`config.mk`:
```
export PLATFORM = sky130hd
export DESIGN_NAME = out_channel_reader_flat
export DESIGN_NICKNAME = d
export VERILOG_FILES = /design/src/rtl/fpga_pkg.sv /design/src/rtl/out_channel_reader_if.sv /design/src/rtl/out_channel_ring.sv /design/src/rtl/out_channel_reader.sv /design/src/flat_wrapper.sv
export SDC_FILE = /design/constraint.sdc
export NUM_CORES = 1
export LEC_CHECK = 0
export CAP_MARGIN = 20
export CELL_PAD_IN_SITES_DETAIL_PLACEMENT = 1
export CELL_PAD_IN_SITES_GLOBAL_PLACEMENT = 1
export CORE_MARGIN = 4
export CORE_UTILIZATION = 43
export CTS_CLUSTER_SIZE = 40
export DETAILED_ROUTE_END_ITERATION = 10
export PLACE_DENSITY = 0.86
export SLEW_MARGIN = 40
export SYNTH_ARGS = -nofsm -noshare
export SYNTH_HDL_FRONTEND = slang
export SYNTH_SLANG_ARGS = --single-unit
```
`constraint.sdc`:
```
create_clock -name clock -period 3.05 [get_ports clock]
set_clock_uncertainty 0.2 [all_clocks]
set_input_delay 0.915 -clock clock [delete_from_list [all_inputs] [get_ports clock]]
set_output_delay 0.915 -clock clock [all_outputs]
set_load 0.01 [all_outputs]
```
`src/rtl/fpga_pkg.sv`:
```
// Definitions shared by the core and the program in/out channel blocks.
// Word width default, channel word type and channel completion states.
package fpga_pkg;

  localparam int MemoryElementWidthDefault = 12;

  typedef logic [MemoryElementWidthDefault-1:0] word_t;

  typedef enum logic [1:0] {
    RUN   = 2'd0,
    FLUSH = 2'd1,
    DONE  = 2'd2
  } state_e;

endpackage

```
`src/rtl/out_channel_reader_if.sv`:
```
// Core push side and host stream side of the program out channel.
// The reader uses the slave view; the core/host side uses master.
interface out_channel_reader_if
  import fpga_pkg::*;
#(
  parameter int W          = MemoryElementWidthDefault,
  parameter int NOut       = 8,
  parameter int NDropWidth = 8
);
  localparam int CW = $clog2(NOut + 1);

  logic                  outWrite;
  logic [W-1:0]          outData;
  logic                  outReady;
  logic                  finished;
  logic                  hostValid;
  logic [W-1:0]          hostData;
  logic                  hostReady;
  logic [CW-1:0]         count;
  logic                  overflow;
  logic [NDropWidth-1:0] dropped;
  logic                  drained;

  modport master (
    output outWrite, outData, finished, hostReady,
    input  outReady, hostValid, hostData,
    input  count, overflow, dropped, drained
  );

  modport slave (
    input  outWrite, outData, finished, hostReady,
    output outReady, hostValid, hostData,
    output count, overflow, dropped, drained
  );

endinterface

```
`src/rtl/out_channel_ring.sv`:
```
// Ring storage with wrap-at-NOut pointers and an occupancy count.
// next_head is the word that sits at the read pointer after this edge.
module out_channel_ring #(
  parameter int W    = 12,
  parameter int NOut = 8,
  parameter int CW   = $clog2(NOut + 1)
) (
  input  logic          clock,
  input  logic          reset,
  input  logic          push,
  input  logic          pop,
  input  logic [W-1:0]  wdata,
  output logic [CW-1:0] count,
  output logic [CW-1:0] count_nxt,
  output logic          full,
  output logic          empty,
  output logic [W-1:0]  next_head
);
  localparam int PW = $clog2(NOut);
  localparam logic [PW-1:0] LAST  = PW'(NOut - 1);
  localparam logic [CW-1:0] DEPTH = CW'(NOut);

  logic [W-1:0]  mem [NOut];
  logic [PW-1:0] rd, wr, rd_nxt, wr_nxt;

  always_comb begin
    rd_nxt = rd;
    if (pop)
      rd_nxt = (rd == LAST) ? '0 : rd + PW'(1);
  end

  always_comb begin
    wr_nxt = wr;
    if (push)
      wr_nxt = (wr == LAST) ? '0 : wr + PW'(1);
  end

  always_comb begin
    count_nxt = count;
    unique case ({push, pop})
      2'b10:   count_nxt = count + CW'(1);
      2'b01:   count_nxt = count - CW'(1);
      default: count_nxt = count;
    endcase
  end

  always_ff @(posedge clock or negedge reset) begin
    if (!reset) begin
      rd    <= '0;
      wr    <= '0;
      count <= '0;
    end else begin
      rd    <= rd_nxt;
      wr    <= wr_nxt;
      count <= count_nxt;
    end
  end

  // Contents survive reset; only the pointers are cleared.
  always_ff @(posedge clock) begin
    if (push)
      mem[wr] <= wdata;
  end

  assign full      = (count == DEPTH);
  assign empty     = (count == '0);
  assign next_head = mem[rd_nxt];

endmodule

```
`src/rtl/out_channel_reader.sv`:
```
// Reader end of the program out channel: buffers core words and
// streams them to the host, tracking overflow and channel drain.
module out_channel_reader
  import fpga_pkg::*;
#(
  parameter int MemoryElementWidth = MemoryElementWidthDefault,
  parameter int NOut               = 8,
  parameter int NDropWidth         = 8
) (
  input logic                 clock,
  input logic                 reset,
  out_channel_reader_if.slave bus
);
  localparam int CW = $clog2(NOut + 1);
  localparam logic [1:0] S_RUN   = RUN;
  localparam logic [1:0] S_FLUSH = FLUSH;
  localparam logic [1:0] S_DONE  = DONE;

  logic [CW-1:0] count, count_nxt;
  logic          full, empty;
  logic          rd_fire, wr_ok, wr_rej, more;
  logic [1:0]    state, state_nxt;
  logic [MemoryElementWidth-1:0] next_head;

  assign rd_fire = bus.hostValid & bus.hostReady;
  assign wr_ok   = bus.outWrite & (~full | rd_fire);
  assign wr_rej  = bus.outWrite & ~wr_ok;
  // Only words stored before this edge may load the head.
  assign more    = rd_fire ? (count > CW'(1)) : ~empty;

  out_channel_ring #(
    .W    (MemoryElementWidth),
    .NOut (NOut),
    .CW   (CW)
  ) u_ring (
    .clock     (clock),
    .reset     (reset),
    .push      (wr_ok),
    .pop       (rd_fire),
    .wdata     (bus.outData),
    .count     (count),
    .count_nxt (count_nxt),
    .full      (full),
    .empty     (empty),
    .next_head (next_head)
  );

  always_ff @(posedge clock or negedge reset) begin
    if (!reset) begin
      bus.hostValid <= 1'b0;
      bus.hostData  <= '0;
      bus.outReady  <= 1'b1;
    end else begin
      bus.hostValid <= more;
      if (more)
        bus.hostData <= next_head;
      bus.outReady  <= (count_nxt != CW'(NOut));
    end
  end

  always_ff @(posedge clock or negedge reset) begin
    if (!reset) begin
      bus.overflow <= 1'b0;
      bus.dropped  <= '0;
    end else if (wr_rej) begin
      bus.overflow <= 1'b1;
      if (~&bus.dropped)
        bus.dropped <= bus.dropped + NDropWidth'(1);
    end
  end

  always_comb begin
    state_nxt = state;
    unique case (state)
      S_RUN:
        if (bus.finished) state_nxt = S_FLUSH;
      S_FLUSH:
        if (!bus.finished) state_nxt = S_RUN;
        else if (empty && !bus.outWrite) state_nxt = S_DONE;
      S_DONE:
        if (!bus.finished) state_nxt = S_RUN;
        else if (bus.outWrite) state_nxt = S_FLUSH;
      default:
        state_nxt = S_RUN;
    endcase
  end

  always_ff @(posedge clock or negedge reset) begin
    if (!reset) state <= S_RUN;
    else        state <= state_nxt;
  end

  assign bus.count   = count;
  assign bus.drained = (state == S_DONE);

endmodule

```
`src/flat_wrapper.sv`:
```
// flat-port wrapper written by rule: the top's interface ports become plain ports
module out_channel_reader_flat import fpga_pkg::*;
#(
  parameter int MemoryElementWidth = MemoryElementWidthDefault,
  parameter int NOut               = 8,
  parameter int NDropWidth         = 8
)
  (clock, reset, bus_outWrite, bus_outData, bus_finished, bus_hostReady, bus_outReady, bus_hostValid, bus_hostData, bus_count, bus_overflow, bus_dropped, bus_drained);
  out_channel_reader_if #(.W(12), .NOut(NOut), .NDropWidth(NDropWidth)) bus_i ();
  input logic clock;
  input logic reset;
  input wire logic [$bits(bus_i.outWrite)-1:0] bus_outWrite;
  input wire logic [$bits(bus_i.outData)-1:0] bus_outData;
  input wire logic [$bits(bus_i.finished)-1:0] bus_finished;
  input wire logic [$bits(bus_i.hostReady)-1:0] bus_hostReady;
  output wire logic [$bits(bus_i.outReady)-1:0] bus_outReady;
  output wire logic [$bits(bus_i.hostValid)-1:0] bus_hostValid;
  output wire logic [$bits(bus_i.hostData)-1:0] bus_hostData;
  output wire logic [$bits(bus_i.count)-1:0] bus_count;
  output wire logic [$bits(bus_i.overflow)-1:0] bus_overflow;
  output wire logic [$bits(bus_i.dropped)-1:0] bus_dropped;
  output wire logic [$bits(bus_i.drained)-1:0] bus_drained;
  assign bus_i.outWrite = bus_outWrite;
  assign bus_i.outData = bus_outData;
  assign bus_i.finished = bus_finished;
  assign bus_i.hostReady = bus_hostReady;
  assign bus_outReady = bus_i.outReady;
  assign bus_hostValid = bus_i.hostValid;
  assign bus_hostData = bus_i.hostData;
  assign bus_count = bus_i.count;
  assign bus_overflow = bus_i.overflow;
  assign bus_dropped = bus_i.dropped;
  assign bus_drained = bus_i.drained;
  out_channel_reader #(.MemoryElementWidth(MemoryElementWidth), .NOut(NOut), .NDropWidth(NDropWidth)) u_core (.clock(clock), .reset(reset), .bus(bus_i));
endmodule
```
Word level (Yosys, flattened, before mapping)

Memory sizes are Yosys's and may differ from the RTL's. A register that Yosys moved wholly into a read port is not among the register bits.
Cells that the tools add are included.

Output and inout bits: 28
Memory bits (writable): 96
Memories: 1
Flip-flop bits (word level): 23
Word-level logic and storage cells: 55
Bits of input ports: 17

$lt $le $gt $ge: 1
Equal/unequal tests: 11
Mux-type cells: 13
Reductions and logical operators: 8
Bitwise operators: 8
Add/sub/neg operators: 5

Memory list:

| memory            | words | width | rd ports | clocked after memory_dff | wr ports | line                   | text |
|---|---|---|---|---|---|---|---|
| u_core.u_ring.mem | 8     | 12    | 1        | 1                        | 1        | out_channel_ring.sv:23 | `logic [W-1:0] mem [NOut];` |

Operators by type and width:

| operator                                                      | count |
|---|---|
| 2-to-1 mux 2 bit                                              | 5 |
| 2-to-1 mux 3 bit                                              | 3 |
| adder 8 x 1 -> 8 bit, second input constant                   | 1 |
| one-hot mux 4 bit (2 select lines)                            | 1 |
| AND reduction 8 bit                                           | 1 |
| adder 3 x 1 -> 3 bit, second input constant                   | 2 |
| == test 3 bit, second input constant                          | 2 |
| one-hot mux 2 bit (3 select lines)                            | 1 |
| adder 4 x 1 -> 4 bit, second input constant                   | 1 |
| == test 2 x 1 -> 1 bit, second input constant                 | 2 |
| == test 2 bit, second input constant                          | 2 |
| == test 4 bit, second input constant                          | 1 |
| greater-than comparator 4 x 1 -> 1 bit, second input constant | 1 |
| zero test 4 bit                                               | 1 |
| inequality test 4 bit, second input constant                  | 1 |
| inverter 1 bit                                                | 4 |
| subtractor 4 x 1 -> 4 bit, second input constant              | 1 |
| bitwise AND 1 bit                                             | 3 |
| 2-to-1 mux 1 bit                                              | 3 |
| inequality test 3 x 2 -> 1 bit, second input constant         | 1 |
| inequality test 3 bit, second input constant                  | 1 |
| AND reduction 3 bit                                           | 1 |
| zero test 1 bit                                               | 2 |
| zero test 2 bit                                               | 1 |
| other kinds (4)                                               | 4 |

Logic depth before layout (Yosys ltp)

Depth after elaboration: 7
Gate-level depth with buffers: 12
Mapped depth without buffers: 12

Modules after synthesis

Synthesis repeated with hierarchy kept, for this count alone.

Cells, all modules: 399
Area, all modules: 5804.3 um^2

Modules (own cells, without submodules):

| module             | times used | cells each | seq. area each (um^2) | area an instance (um^2) |
|---|---|---|---|---|
| out_channel_ring   | 1          | 314        | 3133.0                | 4705.8 |
| out_channel_reader | 1          | 85         | 626.9                 | 1098.6 |

Worst setup path before layout

No wires, ideal clock.

Kind: input -> register
Start: input port bus_hostReady
End: memory u_core.u_ring.mem[0][0], enable pin
Stages on the path: 5
Library setup time: 0.412 ns
Buffers on the path: 1
Required time: 2.438 ns
Slack: -0.179 ns
Arrival: 2.617 ns
Cell sequence: buf_4 -> a21boi_0 -> nand2_1 -> nand2_1 -> nor4_1

Longest elaborated chain between the ends: 5

Ends and longest elaborated chain:

| what                                   | line                     | text |
|---|---|---|
| from (decl)                            | flat_wrapper.sv:15       | `input wire logic [$bits(bus_i.hostReady)-1:0] bus_hostReady;` |
| bitwise AND 1 bit                      | out_channel_reader.sv:25 | `assign rd_fire = bus.hostValid & bus.hostReady;` |
| bitwise OR 1 bit                       | out_channel_reader.sv:26 | `assign wr_ok = bus.outWrite & (~full \| rd_fire);` |
| bitwise AND 1 bit                      | out_channel_reader.sv:26 |  |
| 2-to-1 mux 1 bit                       | out_channel_ring.sv:61   | `if (push)` |
| 2-to-1 mux 1 bit (implied by the code) | out_channel_ring.sv:62   | `mem[wr] <= wdata;` |
| to (decl)                              | out_channel_ring.sv:23   |  |

Every way passes these cells.

Worst setup path in the final report

Start: input port bus_hostReady
End: register u_core.bus.hostData[7], read port of u_core.u_ring.mem

Longest elaborated chain between the ends: 2
Elaborated cells between the ends (all ways): 3
Classes of those cells: mux (2); bitwise (1)

Ends and longest elaborated chain:

| what                                                        | line                                             | text |
|---|---|---|
| bitwise AND 1 bit *                                         | out_channel_reader.sv:25                         |  |
| 2-to-1 mux 3 bit / 2-to-1 mux 1 bit (equally long branches) | out_channel_ring.sv:28, out_channel_reader.sv:29 |  |
| to (decl)                                                   | out_channel_reader_if.sv:32                      | `output outReady, hostValid, hostData,` |

Every way passes the cells marked *; elsewhere a longest branch is shown, timed or not.
A chain may end at the register's enable or synchronous reset.

==> impl_metrics.json <==
{
  "cp_num_buf_inv": 4,
  "synth-edff-count": 96,
  "boundaryPins": 45,
  "cp_max_fo": 7,
  "coreArea_um2": 13900,
  "cts_tree": "built",
  "required_ns": 3.15,
  "io_buffers": 44,
  "synthCells": 536,
  "outcome": "complete, no violations",
  "cp-start-kind": "primary input",
  "slew_headroom_pct": 66.1,
  "worst_path_largest_cell_delay_ns": 0.46,
  "hold_viol_final": 0,
  "clock_path_buffers": 2,
  "syn_area_um2": 6130,
  "endpoint_kind": "flip-flop",
  "worst_slack_ns": 0.0450,
  "clockRootBuffer": "clkbuf_16",
  "antenna_cells": 0,
  "firstDrtPassIters": 5,
  "leakagePower_nw": 2.90,
  "worst-r2r-setup-slack_ns": 0.23,
  "utilization_pct": 56.1,
  "tightest_slew_ns": 0.509,
  "ys_ff_latch": 131,
  "routed_wl_mm": 19.5,
  "timing.final.crit_period_ns": 3.00,
  "combPwrFrac_pct": 43.3,
  "wl_per_cell_um": 24.1,
  "rr_startpoint": "u_core.u_ring.count[0]",
  "cellPowerDensity_nw_per_um2": 1080,
  "yosysSeqAreaShare_pct": 61.3,
  "setup_violations": 0,
  "drtIter0Drc": 485,
  "synth_top_area_share_pct": 47.0,
  "drive_above_1_share_pct": 17.2,
  "finalMaxSlewViolations": 0,
  "drc": 0,
  "chipHeight_um": 127,
  "antenna_left": 0,
  "cts-resized-gates": 0,
  "vias_per_cell": 6.16,
  "vdd_ir_drop_max_mv": 0.486,
  "crit_chain": "clkdlybuf4s50_1, buf_4, and2_2, buf_4, o31ai_1, buf_4, nand3_1, o22ai_1, o31ai_2",
  "critical_path_arrival_ns": 3.11,
  "ys.flop_type": "edfxtp_1",
  "p_switching_w": 0.00321,
  "critPathKind": "in2reg",
  "crit_top_cell": "buf_4",
  "p_int_w": 0.00526,
  "hp-class": "in2async",
  "fp.dieW_um": 127,
  "dpl.cell_count": 776,
  "initial_utilization_pct": 44.0,
  "ys_warn_count": 0,
  "synthDistinctLibCells": 56,
  "dp_slack_ns": -0.357,
  "fin_tns_setup_ns": 0,
  "r2r-end": "u_core.bus.outReady",
  "fin_cells": 808,
  "p_seq_share_pct": 31.0,
  "dieArea_um2": 16200,
  "crit_path_top_delay_cell": "clkdlybuf4s50_1",
  "clkPwrFrac_pct": 25.7,
  "cp_top_family": "buffers and inverters",
  "cts_hold_buf": 0,
  "fmax_mhz": 333,
  "reg2reg_depth": 11,
  "cap_violations": 0,
  "gp_congestion": 0.845,
  "grt_start_max_net_pins": 46,
  "cts_setup_buffers": 0,
  "yosys-top-cells-area": "edfxtp_1 (47%), dfrtp_1 (14%), nand3_1 (4.4%)",
  "synthTopCellsByCount": "edfxtp_1 (96), nand2_1 (70), nor2_1 (55)",
  "swShare_pct": 37.9,
  "clk_pin_slew_ns": 0.06,
  "h-tree-depth": 4,
  "grt_pass1_wl_mm": 30.9,
  "clock_latency_ns": 0.43,
  "synthesis.nets": 564,
  "first_global_vias": 5403,
  "min_period_over_period_pct": 98.5,
  "vias": 4978,
  "post_synth.cell_area_avg_um2": 11.4,
  "fin_nets": 643,
  "track_usage_pct": 25.1,
  "place_hpwl_mm": 12.0,
  "yosysMostFrequentCell": "edfxtp_1",
  "cts_buffers": 17,
  "yosys.area.top_type": "edfxtp_1",
  "grt_overflow": 0,
  "clock-sinks": 131,
  "synthArstFlopShare_pct": 26.7,
  "grt_antenna_before_repair": 0,
  "num_rows": 43,
  "area_growth_pct": 27.4
}
==> cell families (layout without fill, tap and decap cells) <==
| logic type | after synthesis | after routing | synth area share [%] |
|---|---|---|---|
| simple gates | 232 | 232 | 17.4 |
| flops | 131 | 131 | 61.3 |
| compound gates | 92 | 92 | 10.9 |
| buf+inv | 47 | 139 | 4.08 |
| mux | 16 | 16 | 3.02 |
| fa+ha+maj | 11 | 11 | 2.24 |
| xor+xnor | 7 | 7 | 1.00 |
==> how the worst max path moves through the flow <==
stage / startpoint / end / slack (ns) / depth (start not counted)
6_report: bus_hostReady / u_core.bus.hostData[7] / 0.05 / 9
5_1_grt: bus_hostReady / u_core.bus.outReady / -0.008 / 11
4_1_cts: bus_hostReady / u_core.bus.outReady / 0.03 / 10
3_5_place_dp: bus_hostReady / u_core.bus.outReady / -0.36 / 10
3_3_place_gp: bus_hostReady / u_core.bus.outReady / -0.20 / 11
2_1_floorplan: bus_hostReady / u_core.bus.outReady / -0.009 / 11
==> registers in the layout, indices dropped and copies added (netlist names), 2 cells and up <==
name / cells
u_core.u_ring.mem: 96
u_core.bus.hostData: 12
u_core.bus.dropped: 8
u_core.u_ring.count: 4
u_core.u_ring.rd: 3
u_core.u_ring.wr: 3
u_core.state: 2
==> layout by cell type (no fill, tap or decap), drive strengths merged, types with 5 or more instances in the layout <==
cell / instances
a21oi: 16
a31oi: 5
a32oi: 11
buf: 52
clkbuf: 19
clkdlybuf4s50: 43
dfrtp: 34
edfxtp: 96
ha: 11
inv: 14
mux2: 10
mux2i: 6
nand2: 70
nand3: 54
nor2: 55
nor3: 28
o21ai: 9
o22ai: 20
o311ai: 6
o31ai: 12
==> area by class of cell <==
class	count	area [µm²]
multi-input combinational	358	2170
fill	1407	6120
tap	180	225
sequential	131	3760
timing repair buffer	95	981
inverter	12	47.5
clock inverter	13	181
clock buffer	19	443
==> power groups by stage <==
stage	registers (W)	logic, W	clock network, W
after CTS	0.00262	0.00362	0.00219
after global placement	0.00260	0.00326	0
after detailed placement	0.00263	0.00348	0
final	0.00262	0.00367	0.00218
after global routing	0.00266	0.00393	0.00228
after floorplan	0.00259	0.00196	0
==> per-layer routing <==
metal	share of wire, %	global-route usage, %	vias to the layer above	routed length [µm]
met3	6.7	4.01	63	1310
met5	0	0	-	0
met4	4.0	13.4	0	779
met1	37	29.8	2513	7220
li1	-	-	2162	-
met2	52	43.7	240	10200
==> metrics by stage <==
stage          cell area, µm²  hold WS, ns  power [W]
5_1_grt                  7810        0.204    0.00888
2_1_floorplan            6140        0.313    0.00456
4_1_cts                  7790        0.175    0.00843
3_3_place_gp             7170        0.263    0.00587
3_5_place_dp             7170        0.270    0.00611
6_report                 7810        0.183    0.00847
No activity file was read; power rests on OpenSTA's default activity.
